$ cat src/rtl/regfile_access_sequencer.sv
// Register-file port initiator: reads two operands, hands them to execute over
// valid/ready, then writes the returned result back with a single-cycle strobe.
module regfile_access_sequencer #(
   parameter int DATA_W   = 16,
   parameter int ADDR_W   = 3,
   parameter int READ_LAT = 1
) (
   input  logic              CLK,
   input  logic              RST_N,
   input  logic              req_valid,
   output logic              req_ready,
   input  logic [ADDR_W-1:0] req_rs,
   input  logic [ADDR_W-1:0] req_rt,
   input  logic [ADDR_W-1:0] req_rd,
   input  logic              req_wb,
   output logic              op_valid,
   input  logic              op_ready,
   output logic [DATA_W-1:0] op_a,
   output logic [DATA_W-1:0] op_b,
   input  logic              res_valid,
   output logic              res_ready,
   input  logic [DATA_W-1:0] res_value,
   output logic [ADDR_W-1:0] rf_readA_addr,
   output logic [ADDR_W-1:0] rf_readB_addr,
   input  logic [DATA_W-1:0] rf_reg_A,
   input  logic [DATA_W-1:0] rf_reg_B,
   output logic              rf_write,
   output logic [ADDR_W-1:0] rf_write_addr,
   output logic [DATA_W-1:0] rf_write_value,
   output logic              busy
);

   localparam int CNT_W = ($clog2(READ_LAT + 1) < 1) ? 1 : $clog2(READ_LAT + 1);
   localparam logic [CNT_W-1:0] CNT_INIT = CNT_W'(READ_LAT);

   localparam logic [2:0] S_IDLE  = 3'd0;
   localparam logic [2:0] S_READ  = 3'd1;
   localparam logic [2:0] S_OPER  = 3'd2;
   localparam logic [2:0] S_WAIT  = 3'd3;
   localparam logic [2:0] S_WRITE = 3'd4;

   logic [2:0]        state_q, state_d;
   logic [ADDR_W-1:0] rs_q, rs_d, rt_q, rt_d, rd_q, rd_d;
   logic              wb_q, wb_d;
   logic [CNT_W-1:0]  cnt_q, cnt_d;
   logic              op_valid_q, op_valid_d;
   logic [DATA_W-1:0] op_a_q, op_a_d, op_b_q, op_b_d;
   logic              wr_q, wr_d;
   logic [ADDR_W-1:0] wa_q, wa_d;
   logic [DATA_W-1:0] wv_q, wv_d;

   always_comb begin
      state_d    = state_q;
      rs_d       = rs_q;
      rt_d       = rt_q;
      rd_d       = rd_q;
      wb_d       = wb_q;
      cnt_d      = cnt_q;
      op_valid_d = op_valid_q;
      op_a_d     = op_a_q;
      op_b_d     = op_b_q;
      wr_d       = wr_q;
      wa_d       = wa_q;
      wv_d       = wv_q;
      case (state_q)
         S_IDLE: begin
            if (req_valid) begin
               rs_d    = req_rs;
               rt_d    = req_rt;
               rd_d    = req_rd;
               wb_d    = req_wb;
               cnt_d   = CNT_INIT;
               state_d = S_READ;
            end
         end
         S_READ: begin
            // Read addresses stay put in rs_q/rt_q until the file latency has elapsed.
            if (cnt_q != '0) begin
               cnt_d = cnt_q - CNT_W'(1);
            end else begin
               op_a_d     = rf_reg_A;
               op_b_d     = rf_reg_B;
               op_valid_d = 1'b1;
               state_d    = S_OPER;
            end
         end
         S_OPER: begin
            if (op_ready) begin
               op_valid_d = 1'b0;
               state_d    = wb_q ? S_WAIT : S_IDLE;
            end
         end
         S_WAIT: begin
            if (res_valid) begin
               wv_d    = res_value;
               wa_d    = rd_q;
               wr_d    = 1'b1;
               state_d = S_WRITE;
            end
         end
         S_WRITE: begin
            wr_d    = 1'b0;
            state_d = S_IDLE;
         end
         default: begin
            op_valid_d = 1'b0;
            wr_d       = 1'b0;
            state_d    = S_IDLE;
         end
      endcase
   end

   always_ff @(posedge CLK or negedge RST_N) begin
      if (!RST_N) begin
         state_q    <= S_IDLE;
         rs_q       <= '0;
         rt_q       <= '0;
         rd_q       <= '0;
         wb_q       <= 1'b0;
         cnt_q      <= '0;
         op_valid_q <= 1'b0;
         op_a_q     <= '0;
         op_b_q     <= '0;
         wr_q       <= 1'b0;
         wa_q       <= '0;
         wv_q       <= '0;
      end else begin
         state_q    <= state_d;
         rs_q       <= rs_d;
         rt_q       <= rt_d;
         rd_q       <= rd_d;
         wb_q       <= wb_d;
         cnt_q      <= cnt_d;
         op_valid_q <= op_valid_d;
         op_a_q     <= op_a_d;
         op_b_q     <= op_b_d;
         wr_q       <= wr_d;
         wa_q       <= wa_d;
         wv_q       <= wv_d;
      end
   end

   // Gated by RST_N so no request is accepted while reset is held.
   assign req_ready      = RST_N && (state_q == S_IDLE);
   assign res_ready      = (state_q == S_WAIT);
   assign busy           = (state_q != S_IDLE);
   assign op_valid       = op_valid_q;
   assign op_a           = op_a_q;
   assign op_b           = op_b_q;
   assign rf_readA_addr  = rs_q;
   assign rf_readB_addr  = rt_q;
   assign rf_write       = wr_q;
   assign rf_write_addr  = wa_q;
   assign rf_write_value = wv_q;

endmodule

$ cat config.mk
export PLATFORM = sky130hd
export DESIGN_NAME = regfile_access_sequencer
export DESIGN_NICKNAME = d
export VERILOG_FILES = /design/src/rtl/regfile_access_sequencer.sv
export SDC_FILE = /design/constraint.sdc
export NUM_CORES = 1
export LEC_CHECK = 0
export CORE_MARGIN = 2
export CORE_UTILIZATION = 60
export DETAILED_ROUTE_END_ITERATION = 16
export DONT_BUFFER_PORTS = 1
export GPL_TIMING_DRIVEN = 0
export MAX_ROUTING_LAYER = met4
export PLACE_DENSITY_LB_ADDON = 0.1
export SLEW_MARGIN = 20
export SYNTH_ARGS = -nofsm -noshare
export SYNTH_HDL_FRONTEND = slang
export SYNTH_SLANG_ARGS = --single-unit
export TNS_END_PERCENT = 100
$ cat constraint.sdc
create_clock -name CLK -period 1.8 [get_ports CLK]
set_input_delay 0.36 -clock CLK [delete_from_list [all_inputs] [get_ports CLK]]
set_output_delay 0.36 -clock CLK [all_outputs]
set_load 0.02 [all_outputs]
# After elaboration in Yosys (flattened, before gate mapping)
# Index checks and enable logic that the tools add are counted.
# W data, S select, Z words.
[classes]
add_sub_neg = 1
mux = 14
reduce_logical = 13
eq_ne = 8
bitwise_logic = 3
[op_table]
columns = ["op", "count"]
rows = [
  ["$mux W3", 4],
  ["$pmux W3 S4", 1],
  ["$reduce_and A2 Y1", 5],
  ["$ne A2 B2 Y1 const B", 4],
  ["$eq A3 B2 Y1 const B", 2],
  ["$reduce_or A3 Y1", 2],
  ["$mux W1", 5],
  ["$pmux W1 S2", 2],
  ["$reduce_and A4 Y1", 1],
  ["$eq A3 B1 Y1 const B", 1],
  ["$eq A3 B3 Y1 const B", 1],
  ["$logic_not A3 Y1", 1],
  ["$not A1 Y1", 3],
  ["$pmux W1 S3", 1],
  ["$reduce_and A3 Y1", 1],
  ["$reduce_bool A3 Y1", 1],
  ["$mux W2", 1],
  ["$reduce_bool A2 Y1", 1],
  ["$logic_and A1 B1 Y1", 1],
  ["$sub A1 B1 Y1 const B", 1],
]
[word_totals]
elab_cells = 51
output_inout_bits = 62
input_bits = 63
register_bits = 67

# Depth between registers and ports, before layout
# Gate-level depths: netlist (run 1).
[depth]
word_depth = 4
depth_mapped = 5
mapped_depth_nobuf = 3

# Worst setup path after synthesis (run 1)
# No wires, ideal clock.
[synth_path]
kind = "register to register"
startpoint = "reg state_q[1]"
endpoint = "reg op_a_q[0] (netlist: op_a[0])"
synth_period_minus_slack_ns = 1.569
path_slack_ns = 0.231
path_stages_with_launch = 5
path_buffers = 2
t_required_ns = 1.675
arrival_ns = 1.444
setup_time_ns = 0.125
cell_sequence = "dfrtp_1 -> buf_4 -> nor4b_4 -> buf_6 -> mux2_2"
[synth_between]
elab_chain_len = 2
[synth_rtl]
columns = ["element", "line", "source"]
rows = [
  ["start, declared", "42", "logic [2:0] state_q, state_d;"],
  ["start signal, assigned", "128", "state_q <= state_d;"],
  ["$eq A3 B1 Y1", "65", "case (state_q)"],
  ["$reduce_and A2 Y1 (no source line)", "n/a", ""],
  ["end signal, assigned", "135", "op_a_q <= op_a_d;"],
  ["end, declared", "47", "logic [DATA_W-1:0] op_a_q, op_a_d, op_b_q, op_b_d;"],
]
# Every way passes these cells.
# A chain may end at the register's enable or synchronous reset.

# Worst setup path after layout (run 1)
[layout_path]
startpoint = "reg state_q[0]"
endpoint = "out req_ready"
[layout_between]
elab_chain_len = 2
[layout_rtl]
columns = ["element", "line", "source"]
rows = [
  ["$logic_not A3 Y1", "144", "assign req_ready = RST_N && (state_q == S_IDLE);"],
  ["$logic_and A1 B1 Y1", "144", ""],
  ["end, declared", "11", "output logic req_ready,"],
]
# Every way passes these cells.

==> flow_metrics.env, run 1 <==
export IMPL_rr_worst_depth=5
export IMPL_numCtsBuffers=9
export IMPL_ir_drop_v=0.00111
export IMPL_layout_min_cycle_time_ps=1700
export IMPL_design_die_area_um2=4880
export IMPL_synth_most_common_cell="dfrtp_1"
export IMPL_coreArea_um2=4090
export IMPL_setup_ws_ps=97.6
export IMPL_leakagePower_nw=1.28
export IMPL_fmax_mhz=587
export IMPL_die_w_um=69.9
export IMPL_insertion_delay_ps=320
export IMPL_maxCapViolCount=0
export IMPL_clock_root_buffer="clkbuf_8"
export IMPL_stdcell_area_um2=2870
export IMPL_fin_util_pct=70.3
export IMPL_antenna_found_initial=0
export IMPL_synth_main_ff_cell="dfrtp_1"
export IMPL_layout_drive_gt1_share_pct=47.8
export IMPL_hold_violations=67
export IMPL_synthTopCellsByArea="dfrtp_1 (64%), mux2_2 (26%), buf_6 (1.3%)"
export IMPL_synth_largest_area_cell="dfrtp_1"
export IMPL_netlist_area_um2=2600
export IMPL_fin_nets=243
export IMPL_setup_violations=0
export IMPL_cp_arrival_ps=1340
export IMPL_crit_path_start_kind="flop"
export IMPL_finalCritPeriodShare_pct=94.6
export IMPL_synth_top_area_share_pct=64.4
export IMPL_dpl_cell_area_um2=2670
export IMPL_syn_area_per_cell_um2=15.6
export IMPL_async_flop_share_pct=100
export IMPL_dpl_cell_count=217
export IMPL_num_io_pins=125
export IMPL_drc=0
export IMPL_path_max_fanout=10
export IMPL_synth_warnings=0
export IMPL_worst_pin_slew_ps=254
export IMPL_cts_path_max_buffers=2
export IMPL_synth_seq_cells=67
export IMPL_synth_nets=230
export IMPL_grt_pass1_wl_mm=7.29
export IMPL_synth_edf_count=0
export IMPL_multi_input_area_um2=848
export IMPL_syn_inst=167
export IMPL_fin_total_pwr_mw=6.35
export IMPL_vias_per_cell=5.85
export IMPL_clock_skew_ps=4.16
export IMPL_required_ps=1440
export IMPL_num_rows=23
export IMPL_hp_class="input pin to async pin"
export IMPL_yosysSeqAreaShare_pct=64.4
export IMPL_via_count=1369
export IMPL_totalWireLength_mm=4.53
export IMPL_diodes=0
export IMPL_drt_initial_drc_count=35
export IMPL_cts_tree="done"
export IMPL_gp_congestion=0.769
export IMPL_fillers=291
export IMPL_gr_total_overflow=0
export IMPL_io_buffers=0
export IMPL_ys_types=21
export IMPL_postRouteAntennaNets=0
export IMPL_htree_levels=3
export IMPL_clkSinkCount=67
export IMPL_rsz0062_at_grt="no"
export IMPL_drt_wirelength_per_cell_um=19.4
export IMPL_ys_top_cells_by_count="dfrtp_1 (67), mux2_2 (59), a21oi_1 (5), inv_1 (5)"
export IMPL_area_growth_pct=10.3
export IMPL_outcome="complete, but fails checks"
export IMPL_initial_utilization_pct=63.7
export IMPL_dr_pass1_iters=5
export IMPL_endpoint_kind="output pin"
export IMPL_final_cells=234
export IMPL_fp_dieH_um=69.9
export IMPL_grt_max_degree=69
export IMPL_slew_viol_final=0
export IMPL_path_clk_slew_ps=60
export IMPL_grt_pass1_vias=1488
export IMPL_relSlewSlack_pct=83.0
export IMPL_pre_cts_ws_ps=77.7
export IMPL_setup_tns_final_ps=0
export IMPL_holdWs_ps=-274
export IMPL_hpwl_mm=3.27
export IMPL_track_usage_pct=20.1
export IMPL_violations="negative hold slack"
export IMPL_p_per_area_nw_per_um2=2210
export IMPL_seqCellArea_um2=1680
export IMPL_criticalPathCategory="flop to output pin"
## layer usage
metal / track usage (%) / wire, µm / up-vias
met1: 21.8 / 1660 / 673
met3: 8.37 / 430 / 11
li1: - / - / 603
met4: 10.9 / 110 / 0
met5: - / 0 / -
met2: 31.5 / 2330 / 82
## path summary, 6_finish.rpt
kind / slack (ps) / to / start
worst min register to register: 520 / rd_q[1] / rd_q[1]
worst max register to register: 120 / rf_write_value[6] / state_q[0]
max in group asynchronous: 1970 / wb_q / RST_N
worst min-delay path: -270 / state_q[0] / RST_N
worst max-delay path: 100 / req_ready / state_q[0]
min in group CLK: 170 / op_b[3] / rf_reg_B[3]
## cells by family after synthesis
group | share of synthesized area, %
DFF | 64.4
buffers and inverters | 3.36
and+or+nand+nor | 3.46
muxes | 26.4
AOI/OAI and AO/OA | 2.45
## report_power, final
group	switching [mW]	internal [mW]	total, mW	leakage (nW)
Combinational	0.628	0.987	1.62	0.388
Clock	0.494	0.601	1.09	0.0953
Sequential	1.36	2.29	3.64	0.795
## worst max-delay path: stages, from the launching register on
cell	delay, ps
dfrtp_1	370
buf_2	170
nor3_2	230
and2_2	240
## cell usage in the layout, fill, tap and decap left out, types with 2 or more instances in the layout
cell	n
clkbuf_4	2
nor2_1	4
clkbuf_8	12
clkinv_2	2
buf_2	2
inv_1	5
nand2_1	2
buf_4	4
buf_6	3
dfrtp_1	67
a21oi_1	5
o21ai_0	3
mux2_2	59
mux2_1	2
## repair_timing
item / 4_1_cts / 5_1_grt
buffers inserted: 0 / 2
endpoints found under the setup margin: 1 / 44
gates resized for setup: 1 / 4
pin swaps: 0 / 1
endpoints found under the hold margin: 67 / 67
## cell type report
cell class	instances	area share, %
buffer	9	2.57
tap	50	2.18
sequential	67	58.3
clock inverter	2	0.348
inverter	5	0.653
multi-input combinational	86	29.5
clock buffer	13	5.88
timing repair buffer	2	0.522
## registers in the layout, indices dropped and copies added (netlist names)
name and flops:
rd_q 3, rf_write_addr 3, rf_write 1, rf_write_value 16, op_b 16, op_valid 1
rf_readA_addr 3, state_q 3, op_a 16, cnt_q 1, rf_readB_addr 3, wb_q 1
No activity file was read; power rests on OpenSTA's default activity.
==> run 2, diff against run 1 <==
Settings changed: REMOVE_ABC_BUFFERS set to 1.
==> run 2 against run 1 <==
  * The run still ends with negative hold slack left
  * Worst hold slack improved by 4.3 ps
  * Utilization decreased by 2.5 points
  * Setup slack improved by 45 ps
  * Routed wire length decreased by 2.0%
  * Combinational power decreased by 12%
  * Sequential share of layout area increased by 2.2 points
  * Register-to-register slack improved by 20 ps
==> flow_metrics.env, run 2 (synthesis results as in run 1) <==
export IMPL_fin_total_pwr_mw=6.09
export IMPL_rrSetupSlack_ps=140
export IMPL_multi_input_area_um2=856
export IMPL_fmax_mhz=603
export IMPL_worst_pin_slew_ps=333
export IMPL_via_count=1332
export IMPL_layout_common_cells="dfrtp_1 (66), mux2_2 (59), clkbuf_8 (9)"
export IMPL_insertion_delay_ps=320
export IMPL_setup_tns_final_ps=0
export IMPL_clock_root_buffer="clkbuf_8"
export IMPL_hpwl_mm=3.28
export IMPL_critPathCapture="rf_write_value[12]"
export IMPL_drt_wirelength_per_cell_um=20.0
export IMPL_drc=0
export IMPL_initial_utilization_pct=63.7
export IMPL_maxCapViolCount=0
export IMPL_antenna_found_initial=0
export IMPL_stdcell_area_um2=2770
export IMPL_io_buffers=0
export IMPL_p_per_area_nw_per_um2=2200
export IMPL_final_cells=222
export IMPL_path_max_fanout=21
export IMPL_fin_util_pct=67.8
export IMPL_design_die_area_um2=4880
export IMPL_dr_wl_met2_mm=2.28
export IMPL_num_io_pins=125
export IMPL_violations="negative hold slack"
export IMPL_grt_pass1_vias=1483
export IMPL_top_layer_used="met4"
export IMPL_leakagePower_nw=1.22
export IMPL_htree_levels=3
export IMPL_ir_drop_v=0.00101
export IMPL_grt_pass1_wl_mm=7.13
export IMPL_setup_violations=0
export IMPL_clkSinkCount=67
export IMPL_fp_dieH_um=69.9
export IMPL_endpoint_kind="flop"
export IMPL_critPathLaunch="state_q[2]"
export IMPL_worstReg2RegEnd="rf_write_value[12]"
export IMPL_final_common_cell="dfrtp_1"
export IMPL_outcome="complete, but fails checks"
export IMPL_cp_slowest_cell="dfrtp_1"
export IMPL_clock_skew_ps=5.02
export IMPL_slew_viol_final=0
export IMPL_criticalPathCategory="flop to flop"
export IMPL_dpl_cell_area_um2=2610
export IMPL_required_ps=2000
export IMPL_fin_nets=234
export IMPL_finalCritPeriodShare_pct=92.1
export IMPL_track_usage_pct=20.0
export IMPL_hp_class="input pin to async pin"
export IMPL_vias_per_cell=6.00
export IMPL_dr_pass1_iters=4
export IMPL_layout_min_cycle_time_ps=1660
export IMPL_fillers=290
export IMPL_r2r_start="state_q[2]"
export IMPL_gr_total_overflow=0
export IMPL_path_clk_slew_ps=60
export IMPL_rr_worst_depth=3
export IMPL_wl_met3_um=349
export IMPL_totalWireLength_mm=4.44
export IMPL_relSlewSlack_pct=77.8
export IMPL_area_growth_pct=6.34
export IMPL_holdWs_ps=-270
export IMPL_grt_max_degree=69
export IMPL_cts_path_max_buffers=2
export IMPL_dpl_cell_count=210
export IMPL_cp_arrival_ps=1860
export IMPL_drt_initial_drc_count=104
export IMPL_numCtsBuffers=9
export IMPL_num_rows=23
export IMPL_cpPeakStageDelay_ps=540
export IMPL_path_cells="and3b_1 > nand2_4 > mux2_2"
export IMPL_rsz0062_at_grt="no"
export IMPL_wl_met1_mm=1.69
export IMPL_gp_congestion=0.863
export IMPL_postRouteAntennaNets=0
export IMPL_die_w_um=69.9
export IMPL_diodes=0
export IMPL_layout_drive_gt1_share_pct=44.8
export IMPL_cts_tree="done"
export IMPL_crit_path_start_kind="flop"
export IMPL_coreArea_um2=4090
export IMPL_hold_violations=67
export IMPL_seqCellArea_um2=1680
[run 2: how the worst min path moves through the flow]
| stage | start | to | slack, ps | depth (start not counted) |
|---|---|---|---|---|
| after floorplan | RST_N | cnt_q | 60 | 0 |
| after global placement | RST_N | op_b[8] | 70 | 0 |
| after detailed placement | RST_N | op_b[0] | 70 | 0 |
| after CTS | RST_N | op_a[11] | -280 | 0 |
| after global routing | RST_N | op_a[10] | -300 | 0 |
| final | RST_N | op_a[14] | -270 | 0 |
[run 2: through the flow]
stage / setup WS, ps / hold WS [ps]
floorplan: -417 / 64.4
global placement: -719 / 65.6
detailed placement: -258 / 65.5
CTS: 3.30 / -284
global route: 36.6 / -299
finish: 143 / -270
[run 2: what timing repair did]
item	in CTS	in global routing
setup buffers	1	0
pin swaps	1	0
endpoints found under the setup margin	36	31
gates resized for setup	2	5
gates cloned	0	0
hold endpoints to repair	67	67
[run 2: layout make-up]
class	instances	share of cell area [%]
Inverter	5	0.678
Tap cell	50	2.26
Clock inverter	1	0.181
Timing Repair Buffer	2	0.678
Multi-Input combinational cell	86	30.9
Sequential cell	67	60.6
Clock buffer	11	4.74
[run 2: layer usage]
metal / global-route usage, % / vias up
met3: 7.36 / 12
li1: - / 582
met4: 10.5 / 0
met1: 22.2 / 663
met2: 31.6 / 75
met5: - / -
[run 2: power breakdown]
part           internal [mW]  switching (mW)  leakage [nW]
logic                  0.895           0.530         0.351
registers               2.29            1.45         0.794
clock network          0.467           0.460        0.0710
total                   3.65            2.44          1.22
[run 2: worst max-delay path: cells and delay by family (launching register included)]
| kind | cells | cell delay, ps |
|---|---|---|
| AND/OR/NAND/NOR | 2 | 610 |
| flip-flops | 1 | 540 |
| multiplexers | 1 | 380 |
==> run 3, diff against run 2 <==
Settings changed: ABC_AREA set to 1.
==> run 3 against run 2 <==
  * The run still ends with negative hold slack left
  * Critical path type is now flop to output pin
  * Combinational power up 8%
  * Highest routed layer unchanged
  * Sequential share of layout area down 4.0 points
  * Maximum frequency down 0.95%
==> flow_metrics.env, run 3 <==
export IMPL_num_io_pins=125
export IMPL_synth_seq_cells=67
export IMPL_area_growth_pct=8.08
export IMPL_netlist_area_um2=2740
export IMPL_ys_types=22
export IMPL_relSlewSlack_pct=66.3
export IMPL_cts_tree="done"
export IMPL_ys_top_cells_by_count="nand2_1 (132), dfrtp_1 (67), nand3_1 (37)"
export IMPL_path_max_fanout=6
export IMPL_layout_common_cells="nand2_1 (131), dfrtp_1 (67), nand3_1 (36)"
export IMPL_syn_area_per_cell_um2=8.99
export IMPL_async_flop_share_pct=100
export IMPL_path_clk_slew_ps=70
export IMPL_postRouteAntennaNets=0
export IMPL_initial_utilization_pct=62.5
export IMPL_hold_violations=67
export IMPL_diodes=0
export IMPL_endpoint_kind="output pin"
export IMPL_worst_pin_slew_ps=505
export IMPL_criticalPathCategory="flop to output pin"
export IMPL_cts_path_max_buffers=2
export IMPL_rsz0062_at_grt="no"
export IMPL_yosysSeqAreaShare_pct=61.2
export IMPL_rrSetupSlack_ps=170
export IMPL_die_w_um=71.6
export IMPL_grt_pass1_vias=1805
export IMPL_synth_largest_area_cell="dfrtp_1"
export IMPL_cp_arrival_ps=1310
export IMPL_maxCapViolCount=0
export IMPL_worstReg2RegEnd="rf_write_value[5]"
export IMPL_ir_drop_v=0.00106
export IMPL_clock_root_buffer="clkbuf_8"
export IMPL_synth_top_area_share_pct=61.2
export IMPL_fmax_mhz=598
export IMPL_p_sw_share_pct=44.6
export IMPL_layout_drive_gt1_share_pct=11.4
export IMPL_fin_nets=364
export IMPL_grt_pass1_wl_mm=8.44
export IMPL_dpl_cell_area_um2=2700
export IMPL_totalWireLength_mm=5.35
export IMPL_fin_util_pct=67.6
export IMPL_p_per_area_nw_per_um2=2180
export IMPL_final_common_cell="nand2_1"
export IMPL_combPwrFrac_pct=23.9
export IMPL_leakagePower_nw=1.61
export IMPL_fp_dieH_um=71.6
export IMPL_hp_class="input pin to async pin"
export IMPL_violations="negative hold slack"
export IMPL_synth_most_common_cell="nand2_1"
export IMPL_drc=0
export IMPL_slew_viol_final=0
export IMPL_rr_worst_depth=6
export IMPL_setup_violations=0
export IMPL_synthTopCellsByArea="dfrtp_1 (61%), nand2_1 (18%), nand3_1 (6.8%)"
export IMPL_drt_wirelength_per_cell_um=14.9
export IMPL_clkSinkCount=67
export IMPL_setup_tns_final_ps=0
export IMPL_hpwl_mm=3.47
export IMPL_fin_total_pwr_mw=6.47
export IMPL_gp_congestion=0.859
export IMPL_vias_per_cell=5.34
export IMPL_required_ps=1440
export IMPL_syn_inst=305
export IMPL_fillers=364
export IMPL_finalCritPeriodShare_pct=92.9
export IMPL_holdWs_ps=-280
export IMPL_synth_main_ff_cell="dfrtp_1"
export IMPL_layout_min_cycle_time_ps=1670
export IMPL_crit_path_start_kind="flop"
export IMPL_antenna_found_initial=0
export IMPL_track_usage_pct=22.5
export IMPL_r2r_start="state_q[1]"
export IMPL_p_sw_mw=2.89
export IMPL_clkPwrFrac_pct=21.5
export IMPL_clock_skew_ps=6.88
export IMPL_num_rows=24
export IMPL_coreArea_um2=4380
export IMPL_via_count=1913
export IMPL_grt_max_degree=69
export IMPL_p_int_mw=3.58
export IMPL_io_buffers=0
export IMPL_drt_initial_drc_count=138
export IMPL_outcome="complete, but fails checks"
export IMPL_synth_edf_count=0
export IMPL_dpl_cell_count=342
export IMPL_seq_power_share_pct=54.6
export IMPL_gr_total_overflow=0
export IMPL_htree_levels=3
export IMPL_insertion_delay_ps=330
export IMPL_stdcell_area_um2=2960
export IMPL_synth_warnings=0
export IMPL_numCtsBuffers=9
export IMPL_dr_pass1_iters=4
export IMPL_final_cells=358
export IMPL_design_die_area_um2=5130
==> run 3: logic make-up (layout without fill, tap and decap cells) <==
kind of cell    Yosys count  count (layout)  share of synthesized area [%]
buf+inv                  35              36                           6.71
flops                    67              67                           61.2
simple gates            188             188                           29.2
compound gates           15              15                           2.92
==> run 3: through the flow <==
step | hold WS [ps] | setup WS (ps)
after floorplan | 64.4 | 267
after global placement | 65.8 | -216
after detailed placement | 65.8 | -211
after CTS | -299 | 11.0
after global routing | -308 | 19.6
final | -280 | 127
==> run 3: layout make-up <==
| type | instances | area, µm² | area share [%] |
|---|---|---|---|
| Sequential cell | 67 | 1680 | 56.6 |
| Tap cell | 52 | 65.1 | 2.20 |
| Multi-Input combinational cell | 203 | 910 | 30.7 |
| Clock buffer | 12 | 155 | 5.24 |
| Clock inverter | 4 | 72.6 | 2.45 |
| Inverter | 20 | 83.8 | 2.83 |
==> run 3: how the worst max path moves through the flow <==
stage | depth (start not counted) | slack (ps) | endpoint | start
2_1_floorplan | 3 | 270 | op_valid | cnt_q
3_3_place_gp | 4 | -220 | op_a[12] | cnt_q
3_5_place_dp | 4 | -210 | op_b[1] | cnt_q
4_1_cts | 6 | 10 | rf_write_value[5] | state_q[0]
5_1_grt | 6 | 20 | rf_write_value[5] | state_q[0]
6_report | 3 | 130 | req_ready | state_q[1]
==> run 3: layer usage <==
layer / track usage [%] / share of wire, % / vias to the layer above
met5: - / 0 / -
met4: 11.3 / 1.8 / 0
met3: 6.89 / 8.4 / 10
met2: 32.7 / 46 / 85
met1: 28.8 / 44 / 883
li1: - / - / 935
==> run 3: power groups by stage <==
stage / registers (mW) / clock network [mW] / logic (mW)
after floorplan: 3.39 / 0 / 1.24
after global placement: 3.54 / 0 / 1.45
after detailed placement: 3.55 / 0 / 1.52
after CTS: 3.54 / 1.41 / 1.53
after global routing: 3.62 / 1.48 / 1.82
final: 3.53 / 1.39 / 1.55
==> run 3: critical path, cell delays in order, from the launching register on <==
cell,delay (ps)
dfrtp_1,450
nor2_4,200
nand2_2,150
nor2_4,170
==> run 3: repair_timing <==
action,CTS,global route
gates resized for setup,4,6
setup buffers,0,0
endpoints found under the hold margin,67,67
cloned,0,0
setup endpoints to repair,34,57
